===== src/rtl/fetch_pkg.sv =====
// rtl/fetch_pkg.sv - shared types and constants for the instruction fetch stage
package fetch_pkg;

  typedef enum logic [0:0] {F_RUN, F_HALTED} fetch_state_t;

  localparam logic [31:0] HALT_INSTR_DEFAULT = 32'h0000_0073;

endpackage


===== src/rtl/instr_fetch.sv =====
// rtl/instr_fetch.sv - PC owner, imem read initiator and one-entry output register to decode
module instr_fetch
  import fetch_pkg::*;
#(
  parameter int                       ADDRESS_WIDTH = 32,
  parameter int                       DATA_WIDTH    = 32,
  parameter logic [ADDRESS_WIDTH-1:0] RESET_PC      = '0,
  parameter logic [ADDRESS_WIDTH-1:0] PC_INC        = ADDRESS_WIDTH'(1),
  parameter logic [DATA_WIDTH-1:0]    HALT_INSTR    = DATA_WIDTH'(HALT_INSTR_DEFAULT)
) (
  input  logic                     clk,
  input  logic                     rst,
  output logic [ADDRESS_WIDTH-1:0] imem_pc,
  input  logic [DATA_WIDTH-1:0]    imem_instr,
  input  logic                     redirect_valid,
  input  logic [ADDRESS_WIDTH-1:0] redirect_pc,
  output logic                     out_valid,
  input  logic                     out_ready,
  output logic [DATA_WIDTH-1:0]    out_instr,
  output logic [ADDRESS_WIDTH-1:0] out_pc,
  output logic                     halted,
  output logic [31:0]              fetch_count
);

  fetch_state_t             state, state_nxt;
  logic [ADDRESS_WIDTH-1:0] pc;
  logic                     load;
  logic                     xfer;

  // Redirect outranks everything: it voids both the load and the handshake.
  assign load    = (state == F_RUN) && (!out_valid || out_ready) && !redirect_valid;
  assign xfer    = out_valid && out_ready && !redirect_valid;
  assign imem_pc = pc;
  assign halted  = (state == F_HALTED);

  always_ff @(posedge clk or posedge rst) begin
    if (rst) begin
      pc <= RESET_PC;
    end else if (redirect_valid) begin
      pc <= redirect_pc;
    end else if (load) begin
      pc <= pc + PC_INC;
    end
  end

  always_ff @(posedge clk or posedge rst) begin
    if (rst) begin
      out_valid <= 1'b0;
      out_instr <= '0;
      out_pc    <= '0;
    end else if (redirect_valid) begin
      out_valid <= 1'b0;
    end else if (load) begin
      out_valid <= 1'b1;
      out_instr <= imem_instr;
      out_pc    <= pc;
    end else if (xfer) begin
      out_valid <= 1'b0;
    end
  end

  always_ff @(posedge clk or posedge rst) begin
    if (rst) begin
      state <= F_RUN;
    end else begin
      state <= state_nxt;
    end
  end

  // The halt word itself is still captured and delivered; only later loads stop.
  always_comb begin
    state_nxt = state;
    if (redirect_valid) begin
      state_nxt = F_RUN;
    end else if (load && (imem_instr == HALT_INSTR)) begin
      state_nxt = F_HALTED;
    end
  end

  always_ff @(posedge clk or posedge rst) begin
    if (rst) begin
      fetch_count <= '0;
    end else if (xfer) begin
      fetch_count <= fetch_count + 32'd1;
    end
  end

endmodule


===== config.mk =====
export PLATFORM = sky130hd
export DESIGN_NAME = instr_fetch
export DESIGN_NICKNAME = d
export VERILOG_FILES = /design/src/rtl/fetch_pkg.sv /design/src/rtl/instr_fetch.sv
export SDC_FILE = /design/constraint.sdc
export NUM_CORES = 1
export LEC_CHECK = 0
export ABC_AREA = 0
export CAP_MARGIN = 40
export CORE_MARGIN = 2
export CORE_UTILIZATION = 46
export DETAILED_ROUTE_END_ITERATION = 8
export GPL_TIMING_DRIVEN = 0
export PLACE_DENSITY = 0.87
export SLEW_MARGIN = 10
export SYNTH_ARGS = -nofsm -noshare
export SYNTH_HDL_FRONTEND = slang
export SYNTH_SLANG_ARGS = --single-unit

===== constraint.sdc =====
create_clock -name clk -period 5.7 [get_ports clk]
set_input_delay 1.14 -clock clk [delete_from_list [all_inputs] [get_ports clk]]
set_output_delay 1.14 -clock clk [all_outputs]
set_load 0.005 [all_outputs]

### Word level (Yosys, flattened, before mapping)

Index checks and enable logic that the tools add are counted.

| word-level totals | value |
|---|---|
| flip-flop bits (word level) | 130 |
| input port bits | 68 |
| output and inout port bits | 130 |
| logic and storage cells | 30 |

| operators by class | value |
|---|---|
| $add $sub $neg | 2 |
| equality and inequality tests | 1 |
| mux-type cells | 7 |
| bitwise logic cells | 2 |
| reductions and logical operators | 12 |

Operator list:

| cell | count |
|---|---|
| $add A32 B1 Y32 const B | 2 |
| $mux W32 | 2 |
| $eq A32 B7 Y1 const B | 1 |
| $logic_and A1 B1 Y1 | 5 |
| $mux W1 | 5 |
| $reduce_bool A2 Y1 | 2 |
| $reduce_bool A3 Y1 | 1 |
| $logic_not A1 Y1 | 2 |
| $not A1 Y1 | 2 |
| $reduce_and A2 Y1 | 1 |
| $logic_or A1 B1 Y1 | 1 |

### Depth between registers and ports, before layout

| logic depth | value |
|---|---|
| depth in word-level cells | 7 |
| gate-level depth with buffers | 6 |

### Worst setup path before layout

Ideal clock, no wire load.

| timing path | value |
|---|---|
| kind | input to register |
| start point | in redirect_valid |
| end point | reg out_instr[10] |
| arrival time | 2.491 ns |
| path slack | 3.084 ns |
| cell stages on the path | 4 |
| path buffers | 2 |
| cells stage by stage | clkbuf_1 > nor3_2 > clkbuf_1 > mux2_2 |

| between the ends | value |
|---|---|
| word-level cells in the longest chain between the ends | 3 |

Ends and longest elaborated chain:

| item | line | RTL |
|---|---|---|
| start, declared | instr_fetch.sv:15 | `input logic redirect_valid,` |
| $logic_not A1 Y1 | instr_fetch.sv:31 | `assign load = (state == F_RUN) && (!out_valid \|\| out_ready) && !redirect_valid;` |
| $logic_and A1 B1 Y1 | instr_fetch.sv:31 |  |
| $reduce_and A2 Y1 (no source line) (*) | n/a |  |
| end signal, assigned | instr_fetch.sv:55 | `out_instr <= imem_instr;` |
| end, declared | instr_fetch.sv:19 | `output logic [DATA_WIDTH-1:0] out_instr,` |

Mark *: on every way between the ends. The rest lies on a longest branch, timed or not.
A chain may end at the register's enable or synchronous reset.

### Final worst setup path

| timing path | value |
|---|---|
| start point | in redirect_valid |
| end point | reg out_instr[22] |

The elaborated chain is that of the path after synthesis.

==> flow_summary.yaml <==
critical_path:
  critPathBufInv: 3
  worstSetupStartpointType: "primary input"
  crit_type: "in2reg"
  cp.arrival_ps: 3470
  crit_family: "buffers and inverters"
  crit_path_end_kind: "register"
  slowest_delay_ps: 720
  worstPathMaxFanout: 10
  path_cells: "clkdlybuf4s50_1 -> clkbuf_1 -> nor3_2 -> clkbuf_1 -> mux2_2"
  crit_required_ps: 5990
  crit_top_cell: "clkbuf_1"
  crit_slowest_cell: "nor3_2"
detailed_routing:
  drc: 0
  dr.pass1.iters: 4
  first_iter_violations: 262
  vias: 4723
  via_per_inst: 5.35
  wl_per_cell_um: 18.2
  wl_mm: 16.0
  ant_nets: 0
yosys:
  synth_seq_cells: 130
  async_flop_share_pct: 100
  synthTopCellsByCount: "130 x dfrtp_1, 67 x mux2_2, 53 x nand2_1, 39 x xnor2_1, 29 x o21ai_0"
  synthCells: 485
  synth_top_family_by_area: "simple AND/OR/NAND/NOR gates"
  yosysSeqAreaShare_pct: 56.5
  synth_edf_count: 0
  synth.top_cell.area_share_pct: 56.5
  synth.largest_area_cell: "dfrtp_1"
  syn_nets: 555
  synth_xor_area_share_pct: 9.12
  syn_area_sq_um: 5760
  synth_fa_ha_area_share_pct: 0.434
  synth_warnings: 0
  synth_mux_area_share_pct: 13.3
  netlist_top_cells_area: "dfrtp_1 56%, mux2_2 13%, xnor2_1 5.9%, nand2_1 3.5%, xor2_1 3.2%"
  ys_types: 36
  synth-simple-area-share_pct: 15.7
  yosysMostFrequentCell: "dfrtp_1"
  ys.flop_type: "dfrtp_1"
  syn_area_per_cell_sq_um: 11.9
  synth_compound_area_share_pct: 3.17
timing:
  finalSetupViolCount: 0
  timing.max_slew.rel_slack_pct: 47.9
  rsz0062_at_grt: "false"
  final.setup_skew_ps: 9.38
  fmax_mhz: 314
  worst_slew_pin_slew_ps: 777
  hold_viol: 0
  min_period_ps: 3180
  fin_hold_ws_ps: 495
  min_period_over_period_pct: 55.9
  maxSlewViolCount: 0
cts:
  cts_htree_levels: 4
  cts_buffer_depth: 2
  clk_pin_slew_ps: 50
  clkLatencyLatePin_ps: 410
  cts_sinks: 130
  post-cts-setup-buffers: 0
  cts_root_buffer: "clkbuf_16"
  cts_buffers: 17
  cts_resized: 0
  hold_buffers: 0
  cts_tree: "done"
layout:
  stdcell_count: 882
  nets: 772
  syn_to_final_growth_pct: 48.5
  multi_input_comb_area_sq_um: 2400
  drive_gt1_share_pct: 15.1
  n_fill_cell: 912
  antenna_cells: 0
  seq_area_sq_um: 3250
pwr:
  clock_power_share_pct: 39.2
  p_comb_share_pct: 18.8
  total_power_w: 0.00268
  irDropWorstVdd_uv: 240
  seq_power_share_pct: 42.0
  internal-power_w: 0.00204
  power_leakage_nw: 3.49
  p_switching_w: 0.000649
  pwr_density_cell_nw_per_um2: 314
  power.share.switching_pct: 24.2
floorplanning:
  die_h_um: 116
  start_util_pct: 47.6
  dieArea_sq_um: 13400
  die_w_um: 116
  core_sq_um: 12100
  ios: 198
  fp-row-count: 40
outcome:
  status: "finished, final reports clean"
hold_path:
  hp-class: "reg2reg"
global_routing:
  first_global_vias: 4909
  antenna_found_initial: 0
  grt_pass1_wl_mm: 25.4
  grt_max_degree: 76
  grtUsageTotal_pct: 24.6
  grt_overflow: 0
placement:
  numPortBuffers: 197
  place_congestion: 0.866
  dp.cells: 851
  hpwl_mm: 11.9
run:
  cap_violations: 0
[layer usage]
metal / GRT usage (%) / vias up / part of all wire, %
li1: - / 2158 / -
met1: 30.6 / 2371 / 41
met2: 40.3 / 158 / 50
met3: 6.90 / 36 / 5.8
met4: 10.8 / 0 / 3.1
met5: 0 / - / 0
[cells in the final DEF, fill, tap and decap left out, drive strengths merged, types with 3 or more instances in the layout]
cell           count
and2               4
and3               9
and4               8
buf                8
clkbuf            39
clkdlybuf4s50    197
clkinv             3
dfrtp            130
inv                6
mux2              67
nand2             53
nand3             16
nand4             19
nor2              17
nor3              10
nor4              16
o21ai             29
or3                4
xnor2             39
xor2              21
[power by group through the flow]
| stage | clock network [W] | registers (W) | logic (W) |
|---|---|---|---|
| final | 0.00105 | 0.00113 | 0.000505 |
| after global routing | 0.00111 | 0.00114 | 0.000545 |
| after CTS | 0.00107 | 0.00113 | 0.000510 |
| after detailed placement | 0 | 0.00114 | 0.000506 |
| after global placement | 0 | 0.00113 | 0.000490 |
| after floorplan | 0 | 0.00113 | 0.000170 |
[worst paths after layout]
| check | start | end | slack [ps] | cells after the start |
|---|---|---|---|---|
| worst max register to register | out_valid | out_instr[22] | 3450 | 4 |
| worst min-delay path | fetch_count[31] | fetch_count[31] | 500 | 1 |
| max in group asynchronous | rst | imem_pc[7] | 3720 | 3 |
| worst min register to register | fetch_count[31] | fetch_count[31] | 500 | 1 |
| min in group asynchronous | rst | fetch_count[17] | 1250 | 2 |
| worst max-delay path | redirect_valid | out_instr[22] | 2520 | 5 |
[state kept, by name, indices dropped and copies added (netlist names)]
signal and count:
fetch_count 32, imem_pc 32, out_instr 32, out_pc 32, halted 1, out_valid 1
[logic make-up after synthesis]
| kind of cell | after synthesis |
|---|---|
| compound gates | 34 |
| xor+xnor | 60 |
| fa+ha+maj | 2 |
| buf+inv | 25 |
| flops | 130 |
| mux | 68 |
| simple gates | 166 |
[cell type report]
cell class	count	area share, %
well taps	168	2.46
repair buffers	198	23.4
multi-input cells	330	28.1
flip-flops and latches	130	38.0
clock inverters	4	0.527
clock buffers	27	6.23
inverters	6	0.322
plain buffers	19	0.936
[through the flow]
stage          instance area, sq um  setup WS, ps  TNS, ps  utilization, %
6_report                       8550          2520        0            70.6
5_1_grt                        8550          2290        0            70.6
4_1_cts                        8550          2440        0            70.6
3_5_place_dp                   7980          2010        0            65.8
3_3_place_gp                   7940          -547   -70120            65.6
2_1_floorplan                  5760          1090        0               -
Note: power is estimated with default switching activity, not from simulation.
